`src/rtl/delay_timer_pkg.sv`:
```
// Shared types and helpers for the queued delay timer: command layout,
// FSM states and the clock-counts-per-unit calculation.
package delay_timer_pkg;

  localparam int CMD_WIDTH = 16;

  typedef struct packed {
    logic                 level;
    logic [CMD_WIDTH-1:0] delay;
  } delay_cmd_t;

  typedef enum logic {
    IDLE = 1'b0,
    RUN  = 1'b1
  } timer_state_t;

  function automatic int counts_per_unit(input int clk_mhz, input int unit_us);
    return clk_mhz * unit_us;
  endfunction

endpackage

```
`src/rtl/cmd_fifo.sv`:
```
// Synchronous command FIFO with flush; pushed entries are visible at the head
// only from the cycle after the push (no bypass path).
module cmd_fifo #(
  parameter int W     = 17,
  parameter int DEPTH = 4
) (
  input  logic                       clk,
  input  logic                       rst_n,
  input  logic                       flush,
  input  logic                       push,
  input  logic [W-1:0]               push_data,
  input  logic                       pop,
  output logic [W-1:0]               head,
  output logic [$clog2(DEPTH+1)-1:0] count,
  output logic                       full,
  output logic                       empty
);

  localparam int AW = $clog2(DEPTH);
  localparam int CW = $clog2(DEPTH+1);

  logic [W-1:0]  r_mem [DEPTH];
  logic [AW-1:0] r_wr_ptr;
  logic [AW-1:0] r_rd_ptr;
  logic [CW-1:0] r_count;
  logic          w_push;
  logic          w_pop;

  assign full   = (r_count == CW'(DEPTH));
  assign empty  = (r_count == '0);
  assign count  = r_count;
  assign head   = r_mem[r_rd_ptr];
  assign w_push = push && !full && !flush;
  assign w_pop  = pop && !empty && !flush;

  // Pointers wrap naturally because DEPTH is a power of two.
  always_ff @(posedge clk or negedge rst_n) begin
    if (!rst_n) begin
      r_wr_ptr <= '0;
      r_rd_ptr <= '0;
      r_count  <= '0;
    end else if (flush) begin
      r_wr_ptr <= '0;
      r_rd_ptr <= '0;
      r_count  <= '0;
    end else begin
      if (w_push) r_wr_ptr <= r_wr_ptr + AW'(1);
      if (w_pop)  r_rd_ptr <= r_rd_ptr + AW'(1);
      case ({w_push, w_pop})
        2'b10:   r_count <= r_count + CW'(1);
        2'b01:   r_count <= r_count - CW'(1);
        default: r_count <= r_count;
      endcase
    end
  end

  always_ff @(posedge clk) begin
    if (w_push) r_mem[r_wr_ptr] <= push_data;
  end

endmodule

```
`src/rtl/queued_delay_timer.sv`:
```
// Delay timer fed by a command queue: each command holds level_out for
// delay*COUNTS_PER_UNIT enabled cycles, commands chain with zero gap.
module queued_delay_timer
  import delay_timer_pkg::*;
#(
  parameter int WIDTH          = 16,
  parameter int DEPTH          = 4,
  parameter int UNIT_COUNTS_US = 10,
  parameter int CLK_MHZ        = 8
) (
  input  logic                       clock_in,
  input  logic                       reset_n_in,
  input  logic                       enable_in,
  input  logic                       abort_in,
  input  logic                       cmd_valid_in,
  output logic                       cmd_ready_out,
  input  logic [WIDTH-1:0]           cmd_delay_in,
  input  logic                       cmd_level_in,
  output logic                       busy_out,
  output logic                       level_out,
  output logic                       done_out,
  output logic [$clog2(DEPTH+1)-1:0] fill_out
);

  localparam int COUNTS_PER_UNIT = counts_per_unit(CLK_MHZ, UNIT_COUNTS_US);
  localparam int UW = (COUNTS_PER_UNIT > 1) ? $clog2(COUNTS_PER_UNIT) : 1;
  localparam logic [UW-1:0] UNIT_RELOAD = UW'(COUNTS_PER_UNIT - 1);

  timer_state_t     r_state;
  logic [WIDTH-1:0] r_remaining;
  logic [UW-1:0]    r_unit_cnt;
  logic             r_level;
  logic             r_done;
  logic             r_zero_pend;

  logic [WIDTH:0]   w_head;
  logic [WIDTH-1:0] w_head_delay;
  logic             w_head_level;
  logic             w_empty;
  logic             w_full;
  logic             w_push;
  logic             w_pop;
  logic             w_unit_end;
  logic             w_cmd_end;

  assign w_head_delay  = w_head[WIDTH-1:0];
  assign w_head_level  = w_head[WIDTH];
  assign cmd_ready_out = !w_full && !abort_in;
  assign w_push        = cmd_valid_in && cmd_ready_out;
  assign w_unit_end    = (r_unit_cnt == '0);
  assign w_cmd_end     = w_unit_end && (r_remaining <= WIDTH'(1));
  assign w_pop         = enable_in && !abort_in && !w_empty &&
                         (((r_state == IDLE) && !r_zero_pend) ||
                          ((r_state == RUN) && w_cmd_end));

  assign busy_out  = (r_state == RUN);
  assign level_out = r_level;
  assign done_out  = r_done;

  cmd_fifo #(
    .W     (WIDTH + 1),
    .DEPTH (DEPTH)
  ) u_cmd_fifo (
    .clk       (clock_in),
    .rst_n     (reset_n_in),
    .flush     (abort_in),
    .push      (w_push),
    .push_data ({cmd_level_in, cmd_delay_in}),
    .pop       (w_pop),
    .head      (w_head),
    .count     (fill_out),
    .full      (w_full),
    .empty     (w_empty)
  );

  always_ff @(posedge clock_in or negedge reset_n_in) begin
    if (!reset_n_in) begin
      r_state     <= IDLE;
      r_remaining <= '0;
      r_unit_cnt  <= '0;
      r_level     <= 1'b0;
      r_done      <= 1'b0;
      r_zero_pend <= 1'b0;
    end else begin
      r_done <= 1'b0;
      if (abort_in) begin
        r_state     <= IDLE;
        r_remaining <= '0;
        r_unit_cnt  <= '0;
        r_level     <= 1'b0;
        r_zero_pend <= 1'b0;
      end else if (enable_in) begin
        case (r_state)
          IDLE: begin
            // A zero-delay entry chained behind a completion owes its own pulse.
            if (r_zero_pend) begin
              r_done      <= 1'b1;
              r_zero_pend <= 1'b0;
            end else if (!w_empty) begin
              if (w_head_delay == '0) begin
                r_done <= 1'b1;
              end else begin
                r_state     <= RUN;
                r_remaining <= w_head_delay;
                r_unit_cnt  <= UNIT_RELOAD;
                r_level     <= w_head_level;
              end
            end
          end
          RUN: begin
            if (!w_unit_end) begin
              r_unit_cnt <= r_unit_cnt - UW'(1);
            end else if (!w_cmd_end) begin
              r_remaining <= r_remaining - WIDTH'(1);
              r_unit_cnt  <= UNIT_RELOAD;
            end else begin
              r_done <= 1'b1;
              if (w_empty) begin
                r_state <= IDLE;
                r_level <= 1'b0;
              end else if (w_head_delay == '0) begin
                r_state     <= IDLE;
                r_level     <= 1'b0;
                r_zero_pend <= 1'b1;
              end else begin
                r_remaining <= w_head_delay;
                r_unit_cnt  <= UNIT_RELOAD;
                r_level     <= w_head_level;
              end
            end
          end
          default: r_state <= IDLE;
        endcase
      end
    end
  end

endmodule

```
`config.mk`:
```
export PLATFORM = sky130hd
export DESIGN_NAME = queued_delay_timer
export DESIGN_NICKNAME = d
export VERILOG_FILES = /design/src/rtl/delay_timer_pkg.sv /design/src/rtl/cmd_fifo.sv /design/src/rtl/queued_delay_timer.sv
export SDC_FILE = /design/constraint.sdc
export NUM_CORES = 1
export LEC_CHECK = 0
export CAP_MARGIN = 20
export CORE_MARGIN = 4
export CORE_UTILIZATION = 24
export CTS_BUF_LIST = sky130_fd_sc_hd__clkbuf_16
export CTS_CLUSTER_SIZE = 20
export DETAILED_ROUTE_END_ITERATION = 7
export GPL_ROUTABILITY_DRIVEN = 1
export MAX_ROUTING_LAYER = met4
export PLACE_DENSITY = 0.47
export RECOVER_POWER = 50
export SLEW_MARGIN = 10
export SYNTH_ARGS = -nofsm -noshare
export SYNTH_HDL_FRONTEND = slang
export SYNTH_SLANG_ARGS = --single-unit
```
`constraint.sdc`:
```
create_clock -name clock_in -period 2.7 [get_ports clock_in]
set_clock_uncertainty 0.2 [all_clocks]
set_input_delay 0.54 -clock clock_in [delete_from_list [all_inputs] [get_ports clock_in]]
set_output_delay 0.54 -clock clock_in [all_outputs]
set_load 0.03 [all_outputs]
```
After elaboration in Yosys (flattened, before gate mapping)
Memories as Yosys holds them, arrays and structs flattened.
Cells that the tools add are included.
{ "classes": {"n_eq_ne": 10, "magnitude_cmp": 1, "mux": 57, "n_reduce_logical": 28, "n_addsub": 6, "n_bitwise": 1} }
{ "op_table": {"columns": ["cell", "n"], "rows": [
  ["2-to-1 mux 16 bit", 7],
  ["2-to-1 mux 7 bit", 7],
  ["case mux 16 bit (2 select lines)", 1],
  ["2-to-1 mux 1 bit", 31],
  ["less-or-equal comparator 16 x 1 -> 1 bit (second input constant)", 1],
  ["zero test 16 bit", 1],
  ["subtractor 16 x 1 -> 16 bit (second input constant)", 1],
  ["case mux 7 bit (2 select lines)", 1],
  ["logical AND 1 bit", 12],
  ["!= test 3 bit (second input constant)", 4],
  ["!= test 3 x 2 -> 1 bit (second input constant)", 3],
  ["2-to-1 mux 2 bit", 4],
  ["case mux 1 bit (2 select lines)", 4],
  ["zero test 7 bit", 1],
  ["subtractor 7 x 1 -> 7 bit (second input constant)", 1],
  ["case mux 3 bit (2 select lines)", 1],
  ["AND reduction 6 bit", 1],
  ["nonzero test 2 bit", 3],
  ["AND reduction 5 bit", 1],
  ["adder 2 x 1 -> 2 bit (second input constant)", 2],
  ["zero test 1 bit", 4],
  ["adder 3 x 1 -> 3 bit (second input constant)", 1],
  ["equality test 3 bit (second input constant)", 1],
  ["zero test 3 bit", 1],
  ["9 further kinds", 9]
]} }
{ "totals": {"output_inout_bits": 7, "ram_bits": 68, "reg_bits": 34, "memories": 1, "wordCells": 113} }
{ "memory_table": {"columns": ["name", "depth", "word_bits", "rd", "rd_clocked_by_memory_dff", "wr", "line_no", "rtl"], "rows": [
  ["u_cmd_fifo.r_mem", 4, 17, 1, 0, 1, "cmd_fifo.sv:22", "logic [W-1:0] r_mem [DEPTH];"]
]} }

Logic depth before layout (Yosys ltp)
Gate-level depths: netlist of run 1.
{ "logic_depth": {"ltp_word": 10, "depth_mapped": 9, "depth_no_buf": 9} }

By module
From an unflattened synthesis of run 1, not the netlist that was laid out.
{ "unflattened": {"hier_cells": 406, "hier_area_um2": 5038.6} }
{ "modules_own_cells": {"columns": ["module", "cells_per_inst", "area_each_um2", "n_inst", "seq_area_each_um2"], "rows": [
  ["cmd_fifo", 153, 3005.4, 1, 2217.1],
  ["queued_delay_timer", 253, 2033.2, 1, 675.6]
]} }

Worst setup path before layout of run 1
Ideal clock, no wire load.
{ "synth_path": {"path_kind": "reg-to-reg", "from": "register u_cmd_fifo.r_count[0] (netlist: u_cmd_fifo.count[0])", "to": "register u_cmd_fifo.r_count[2] (netlist: u_cmd_fifo.count[2])", "synth_period_minus_slack_ps": 2877, "setup_time_ps": 82, "t_arrival_ps": 2596, "path_slack_ps": -177, "required_time_ps": 2418, "stages_incl_launch_ff": 9, "cell_sequence": "dfrtp_1 > nor2_1 > a21oi_1 > and2_1 > clkbuf_1 > nor4_4 > fa_1 > mux2i_1 > mux2i_1"} }
{ "synth_via": {"elab_chain_cells": 9, "elab_cells_between_ends": 19} }
{ "synth_rtl": {"columns": ["item", "line_no", "rtl"], "rows": [
  ["from (decl)", "cmd_fifo.sv:25", "logic [CW-1:0] r_count;"],
  ["from (signal assigned)", "cmd_fifo.sv:50", "2'b10: r_count <= r_count + CW'(1);"],
  ["from (signal assigned)", "cmd_fifo.sv:51", "2'b01: r_count <= r_count - CW'(1);"],
  ["from (signal assigned)", "cmd_fifo.sv:52", "default: r_count <= r_count;"],
  ["equality test 3 bit (*)", "cmd_fifo.sv:29", "assign full = (r_count == CW'(DEPTH));"],
  ["zero test 1 bit (*)", "queued_delay_timer.sv:48", "assign cmd_ready_out = !w_full && !abort_in;"],
  ["logical AND 1 bit (*)", "queued_delay_timer.sv:48", null],
  ["via cmd_ready_out", "queued_delay_timer.sv:16", "output logic cmd_ready_out,"],
  ["logical AND 1 bit (*)", "queued_delay_timer.sv:49", "assign w_push = cmd_valid_in && cmd_ready_out;"],
  ["logical AND 1 bit (*) (2 in a row)", "cmd_fifo.sv:33", "assign w_push = push && !full && !flush;"],
  ["equality test 2 x 1 -> 1 bit or equality test 2 bit (tied branches)", "cmd_fifo.sv:49", "case ({w_push, w_pop})"],
  ["case mux 3 bit (2 select lines)", "cmd_fifo.sv:49", null],
  ["2-to-1 mux 3 bit", "cmd_fifo.sv:42", "end else if (flush) begin"]
]} }
The timed path passes the listed nets; every way through them passes the cells marked *.
A chain may end at the register's enable or synchronous reset.

Final worst setup path of run 1
{ "layout_path": {"from": "register r_remaining[6]", "to": "register r_remaining[7]"} }
{ "layout_via": {"elab_chain_cells": 7, "elab_cells_between_ends": 8} }
{ "layout_rtl": {"columns": ["item", "line_no", "rtl"], "rows": [
  ["from (decl)", "queued_delay_timer.sv:30", "logic [WIDTH-1:0] r_remaining;"],
  ["from (signal assigned)", "queued_delay_timer.sv:104", "r_remaining <= w_head_delay;"],
  ["from (signal assigned)", "queued_delay_timer.sv:114", "r_remaining <= r_remaining - WIDTH'(1);"],
  ["from (signal assigned)", "queued_delay_timer.sv:126", "r_remaining <= w_head_delay;"],
  ["less-or-equal comparator 16 x 1 -> 1 bit", "queued_delay_timer.sv:51", "assign w_cmd_end = w_unit_end && (r_remaining <= WIDTH'(1));"],
  ["logical AND 1 bit", "queued_delay_timer.sv:51", null],
  ["2-to-1 mux 16 bit (*)", "queued_delay_timer.sv:113", "end else if (!w_cmd_end) begin"],
  ["2-to-1 mux 16 bit (*)", "queued_delay_timer.sv:111", "if (!w_unit_end) begin"],
  ["case mux 16 bit (2 select lines) (*)", "queued_delay_timer.sv:93", "case (r_state)"],
  ["2-to-1 mux 16 bit (*)", "queued_delay_timer.sv:92", "end else if (enable_in) begin"],
  ["2-to-1 mux 16 bit (*)", "queued_delay_timer.sv:86", "if (abort_in) begin"]
]} }
Every way passes the cells marked *; elsewhere a longest branch is shown, timed or not. The select of a mux whose other input is x is not followed.

==> impl_results.md, run 1 <==
- Largest net degree at the start of global routing: 35
- Initial DRC count: 146
- Share of cells above drive strength 1: 29.07%
- PD cells: approximately 1000 nW/um2
- MaxCap Viol Count: 1
- Crit path kind: reg2reg
- Row cnt: just over 50
- Via count: about 3200
- Count of cell types in the netlist: a little over 60
- Pins over their slew limit: 35
- Antenna diode count: 0
- Sequential power share: between 30% and 40%
- Post-synth net total: about 380
- Mux contribution to synthesized area: under 10%
- Final Cell Area: 6188 um2
- Min Hold Slack: 0.3461 ns
- IO Port Bufs: 28
- Final Core Density: between 30% and 40%
- Die X: 148.9 um
- CTS Buf Count: 9
- Die area: between 20000 and 25000 um2
- Initial antenna violation count: 0
- Area contributors post-synth: edfxtp_1 43%, dfrtp_1 18%, mux4_2 8.0%
- Worst skew pair latency: 0.35 ns
- Clock power share: between 20% and 30%
- Worst Setup Start Kind: register
- CTS tree: done
- Number of enable flip-flop cells after synthesis: 68
- Synthesized area per cell: between 10 and 15 um2
- Synthesized flop and latch total: 102
- Reg2Reg Setup Slack: ~0.014 ns
- R2R cell count: 6
- Total GRT Usage: a little under an eighth
- Final WL: about 12000 um
- R2R Path Start: r_remaining[6]
- Simple-Gate Fraction of Synth Area: between 10% and 20%
- Total power: around 6.1 mW
- Post-Synth XOR/XNOR Area: 1.838%
- Fmax: about 370 MHz
- NetSw: between 2 and 2.5 mW
- Vias in the first global route: ~3300
- RSZ-0062 raised after global routing: yes
- Part of the power in combinational logic: 44.1%
- Crit path max fanout: 8
- Status: finished, violations left
- Leak pwr: about 2.2 nW
- Top-area cell type share of the netlist area: between 40% and 50%
- Hold Fails Final Rpt: 0
- Initial DRT Pass Iterations: 4
- RD Place Congestion: roughly 0.83
- Part of the cycle the worst path needs: around 99%
- Num Clock Sinks: a little over 100
- HPWL Detailed: 7851 um
- Slew of the pin with the lowest slew margin: just over 2 ns
- Mapped Cells: ~350
- Yosys warns: 0
- Clk pin slew, worst setup/hold paths: roughly 0.08 ns
- First-pass GRT wire length: ~19000 um
- # setup viols final: 0
- Placed Cells: 674
- GRT overflow: 0
- Final min period: approximately 2.7 ns
- H-tree depth: 3
- Routed vias/inst: between 4 and 5
- Critical Path RT: roughly 2.8 ns
- CTS root buffer: clkbuf_16
- P&R area growth vs syn: 29.85%
- Final Non-Filler Cells: just under 700
- Drt wl/cell: 16.90 um
- Die height: ~150 um
- Post-Syn Area: about 4800 um2
- Ports: 29
- Main synth FF type: edfxtp_1
- Async S/R FF share, synth: between 30% and 40%
- Most frequent cells after synthesis: 68 x edfxtp_1, 34 x dfrtp_1, 30 x nor2_1
- Area of the core: around 20000 um2
- Adder-Cell Fraction of Synth Area: under 10%
- Antenna-violating nets left: 0
- P_int: approximately 3.8 mW
- Drc violations: 0
- Yosys top cell by area: edfxtp_1
- Sequential area share after synthesis: ~60%
- Clock Path Buffers: 2
- Final net count: about 460
- Switching part of the total: between 30% and 40%
- WP data arrival: around 2.7 ns
- VDD IR max: between 400 and 500 uV
- Crit end category: register
- Largest family of logic cells by synthesized area: compound AO/OA/AOI/OAI gates
- Top-count cell post-synth: edfxtp_1
- Slew margin rel.: -36.77%
- Crit. Startpoint: r_remaining[6]
- Violated checks: max-capacitance violations, max-slew violations
- Compound-Gate Fraction of Synth Area: approximately an eighth
- Reg2reg end: r_remaining[7]
- Worst Setup EP: r_remaining[7]
- Starting Density: around 24%
- Hold Crit Class: reg2reg
- Cell Area, Placed: 5709 um2
[kinds of logic (layout without fill, tap and decap cells)]
group	count (synthesis)	in the layout
xor+xnor	10	10
mux	21	21
buf+inv	25	110
compound gates	80	80
flops	102	102
simple gates	99	99
fa+ha+maj	8	8
[sequential cells by signal, summed over array words and instances (netlist names)]
name                 flops
u_cmd_fifo.r_mem        68
r_remaining             16
r_unit_cnt               7
u_cmd_fifo.count         3
u_cmd_fifo.r_rd_ptr      2
u_cmd_fifo.r_wr_ptr      2
busy_out                 1
done_out                 1
level_out                1
r_zero_pend              1
[per-stage QoR]
stage	worst slack [ns]	setup TNS [ns]
6_report	0.01412	0
5_1_grt	-0.08719	-1.153
4_1_cts	-0.03843	-0.2412
3_5_place_dp	-0.05381	-0.5505
3_3_place_gp	-0.06705	-0.4845
2_1_floorplan	0.002890	0
[worst min path at each step]
stage               slack [ns]  cells past startpoint              startpoint                endpoint
global route              0.41                      1     u_cmd_fifo.count[2]     u_cmd_fifo.count[2]
detailed placement        0.34                      1  u_cmd_fifo.r_wr_ptr[0]  u_cmd_fifo.r_wr_ptr[0]
finish                    0.35                      1  u_cmd_fifo.r_wr_ptr[0]  u_cmd_fifo.r_wr_ptr[0]
CTS                       0.13                      1              reset_n_in         r_remaining[12]
global placement          0.33                      1  u_cmd_fifo.r_wr_ptr[0]  u_cmd_fifo.r_wr_ptr[0]
floorplan                 0.04                      0              reset_n_in                busy_out
[cells in the final DEF (no fill, tap or decap), types with 10 or more instances in the layout]
| cell | Yosys | final |
|---|---|---|
| a21oi_1 | 25 | 22 |
| dfrtp_1 | 34 | 32 |
| nor3_1 | 12 | 12 |
| buf_4 | 0 | 48 |
| o21ai_1 | 11 | 10 |
| edfxtp_1 | 68 | 68 |
| mux4_2 | 17 | 17 |
| dlygate4sd3_1 | 0 | 17 |
| nand2_1 | 14 | 13 |
| nor2_1 | 30 | 26 |
[power groups by stage]
| stage | logic, mW | registers [mW] | clock network, mW |
|---|---|---|---|
| global placement | 2.40 | 2.16 | 0 |
| detailed placement | 2.42 | 2.17 | 0 |
| floorplan | 1.41 | 2.21 | 0 |
| CTS | 2.60 | 2.14 | 1.31 |
| finish | 2.70 | 2.14 | 1.27 |
| global route | 2.93 | 2.18 | 1.37 |
[what timing repair did]
item                                    in CTS  in global routing
endpoints found under the hold margin        0                  0
pin swaps                                    2                  8
hold buffers                                 0                  0
buffers inserted                             3                  2
resized for setup                           15                 17
cloned                                       1                  0
endpoints found under the setup margin      18                 28
[cell type report]
cell class | count | area, um2
multi-input combinational | 218 | 1891
sequential | 102 | 2895
fill | 1975 | 13340
inverter | 10 | 37.54
timing repair buffer | 84 | 747.0
clock inverter | 7 | 61.31
tap | 265 | 331.6
clock buffer | 9 | 225.2
[critical path: stages (launching register included)]
cell	delay [ns]
dfrtp_1	0.38
or4_4	0.57
or2_4	0.30
o31ai_4	0.45
buf_4	0.26
nor2_1	0.12
a2111oi_2	0.31
[layer usage]
metal / GRT usage (%) / wire length [um] / vias to the layer above
li1: - / - / 1519
met1: 14.68 / 5516 / 1614
met5: - / 0 / -
met3: 2.978 / 352 / 6
met4: 2.792 / 142 / 0
met2: 18.15 / 5732 / 49
No activity file was read; power rests on OpenSTA's default activity.
==> run 2, diff against run 1 <==
--- a/config.mk
+++ b/config.mk
@@ -12,6 +12,7 @@
 export CTS_CLUSTER_SIZE = 20
 export DETAILED_ROUTE_END_ITERATION = 7
 export GPL_ROUTABILITY_DRIVEN = 1
+export GPL_TIMING_DRIVEN = 0
 export MAX_ROUTING_LAYER = met4
 export PLACE_DENSITY = 0.47
 export RECOVER_POWER = 50
==> run 2 against run 1 <==
Against the previous run: the flow finishes with violations (negative setup slack); register-to-register slack worse by 0.12 ns; die area unchanged; flip-flop and latch count stayed put; sequential power about the same; sequential share of layout area is 0.15 points lower.
==> impl_results.md, run 2 (synthesis gave the netlist of run 1 again) <==
- Reg2Reg Setup Slack: -0.10 ns
- Final net count: between 400 and 500
- Area of the multi-input gates: approximately 2000 um2
- Min-delay src: u_cmd_fifo.count[2]
- CTS tree: done
- Reg2reg end: r_remaining[10]
- P_int: 3.996 mW
- Delay-heaviest family, CP: compound AO/OA/AOI/OAI gates
- Max FFs per register: 68
- Final Non-Filler Cells: slightly below 700
- RSZ-0062 raised after global routing: yes
- Final worst slack: -0.1017 ns
- GRT overflow: 0
- R2R cell count: 8
- PD cells: around 1000 nW/um2
- Drc violations: 0
- R2R Path Start: u_cmd_fifo.r_rd_ptr[0]
- Initial DRT Pass Iterations: 4
- Starting Density: 24.41%
- Placed Cells: ~640
- CTS Buf Count: 9
- Sequential power share: approximately 34%
- Antenna diode count: 0
- Antenna-violating nets left: 0
- Largest net degree at the start of global routing: 20
- Worst Setup Start Kind: register
- Critical Path RT: between 2 and 3 ns
- Top flop regs: u_cmd_fifo.r_mem: 68 flops, r_remaining: 16 flops, r_unit_cnt: 7 flops
- Drt wl/cell: around 17 um
- RD Place Congestion: 0.8106
- Area of the core: slightly below 20000 um2
- Final WL: approximately 12000 um
- P&R area growth vs syn: 30.17%
- CP Cell Sequence: buf_12 -> buf_12 -> mux4_2 -> nor4_4 -> a41o_2 -> a21boi_4 -> buf_6 -> o221a_1
- Row cnt: approximately 50
- Hold Crit Class: reg2reg
- Via count: 3224
- Leak pwr: between 2 and 2.5 nW
- Clk pin slew, worst setup/hold paths: approximately 0.070 ns
- Pins over their slew limit: 0
- Hold Fails Final Rpt: 0
- Die X: 148.9 um
- Initial antenna violation count: 0
- Die height: about 150 um
- Clock power share: a little over a fifth
- Slew of the pin with the lowest slew margin: slightly below 1 ns
- WP data arrival: 2.83 ns
- Vias in the first global route: 3196
- Ports: 29
- Part of the cycle the worst path needs: 103.8%
- Setup TNS: -0.6513 ns
- Die area: 22180 um2
- CTS root buffer: clkbuf_16
- Violated checks: negative setup slack
- CP bufs+invs: 3
- Clock Path Buffers: 2
- Routed vias/inst: between 4 and 5
- Endpoint of the worst hold path: u_cmd_fifo.count[2]
- IO Port Bufs: 27
- MaxCap Viol Count: 0
- Crit end category: register
- Fill cells: 1981
- First-pass GRT wire length: about 18000 um
- DP Worst Slack: -0.4190 ns
- Final min period: around 2.8 ns
- Seq. cell area: around 2900 um2
- Num Clock Sinks: approximately 100
- CP max stage delay: 0.55 ns
- Slowest-stage cell, CP: mux4_2
- Total GRT Usage: 11.16%
- Crit path max fanout: 8
- Cell mode on critical path: buf_12
- Status: finished, violations left
- Share of cells above drive strength 1: 27.51%
- Final Core Density: 31.77%
- # setup viols final: 21
- Most frequent cells in the layout: 68 x edfxtp_1, 34 x dfrtp_1, 24 x nor2_1
- NetSw: between 2 and 2.5 mW
- Switching part of the total: 37.25%
- Most common cell after layout, fill and taps aside: edfxtp_1
- HPWL Detailed: 7731 um
- Slew margin rel.: 35.44%
- Part of the power in combinational logic: around 45%
- H-tree depth: 3
- Crit path kind: reg2reg
- Hold Crit Depth: 1
- Largest Register: u_cmd_fifo.r_mem
- Worst skew pair latency: roughly 0.35 ns
- VDD IR max: 426.1 uV
- Initial DRC count: about 170
- Fmax: ~360 MHz
==> run 2: changes by cell type in the layout (fill, tap and decap cells not counted), moves of 3 or more <==
| cell | previous run | this run |
|---|---|---|
| a21oi_1 | 22 | 19 |
| buf_12 | 2 | 5 |
| buf_4 | 48 | 20 |
| clkbuf_1 | 1 | 6 |
| clkbuf_2 | 0 | 3 |
==> run 2: how the worst max path moves through the flow <==
stage	slack, ns	start	to	cells after the start
3_3_place_gp	-0.40	enable_in	u_cmd_fifo.count[1]	7
4_1_cts	-0.08	u_cmd_fifo.r_rd_ptr[0]	r_remaining[2]	8
3_5_place_dp	-0.42	enable_in	u_cmd_fifo.count[1]	7
2_1_floorplan	0.003	r_remaining[6]	u_cmd_fifo.count[1]	7
6_report	-0.10	u_cmd_fifo.r_rd_ptr[0]	r_remaining[10]	8
5_1_grt	-0.18	u_cmd_fifo.r_rd_ptr[0]	r_remaining[10]	8
==> run 2: per-stage QoR <==
| step | cell area (um2) | power [mW] | hold WS, ns |
|---|---|---|---|
| after detailed placement | 5398 | 4.228 | 0.3236 |
| after floorplan | 4773 | 3.627 | 0.04441 |
| after CTS | 6052 | 6.100 | 0.3513 |
| after global placement | 5375 | 4.197 | 0.3283 |
| final | 6203 | 6.368 | 0.3481 |
| after global routing | 6203 | 6.712 | 0.3694 |
==> run 2: area by class of cell <==
cell class / instances / share of cell area (%)
Clock inverter: 7 / 1.392
Sequential cell: 102 / 46.63
Buffer: 15 / 1.775
Inverter: 10 / 0.6051
Clock buffer: 9 / 3.630
Timing Repair Buffer: 57 / 9.117
Multi-Input combinational cell: 218 / 31.50
Tap cell: 265 / 5.345
==> run 2: power by group through the flow <==
stage	Combinational, mW	Sequential (mW)	Clock (mW)
after floorplan	1.41	2.21	0
after detailed placement	2.02	2.21	0
after CTS	2.53	2.16	1.40
final	2.85	2.17	1.36
after global placement	2.00	2.20	0
after global routing	3.04	2.20	1.47
==> run 2: per-layer routing <==
layer / part of all wire [%] / wire, um / GRT usage (%)
met5: 0 / 0 / -
met3: 4.4 / 521 / 2.218
met4: 1.6 / 191 / 3.112
met2: 49 / 5815 / 17.79
met1: 45 / 5386 / 14.60
==> run 2: timing repair <==
action | in CTS | in global routing
pin swaps | 9 | 15
endpoints found under the hold margin | 15 | 0
endpoints found under the setup margin | 28 | 29
setup buffers | 21 | 5
resized for setup | 34 | 22
cloned | 1 | 0
hold buffers | 1 | 0
==> run 2: worst register-to-register path: cells and delay by family (launching register included) <==
| family | cells | cell delay, ns |
|---|---|---|
| muxes | 1 | 0.55 |
| AOI/OAI and AO/OA | 3 | 0.68 |
| DFF | 1 | 0.38 |
| buffers and inverters | 3 | 0.48 |
| and+or+nand+nor | 1 | 0.40 |
==> run 3, diff against run 2 <==
--- a/config.mk
+++ b/config.mk
@@ -12,7 +12,6 @@
 export CTS_CLUSTER_SIZE = 20
 export DETAILED_ROUTE_END_ITERATION = 7
 export GPL_ROUTABILITY_DRIVEN = 1
-export GPL_TIMING_DRIVEN = 0
 export MAX_ROUTING_LAYER = met4
 export PLACE_DENSITY = 0.47
 export RECOVER_POWER = 50
==> results of run 3 <==
Same layout as run 1: the final DEF is identical, and so are final timing and power.
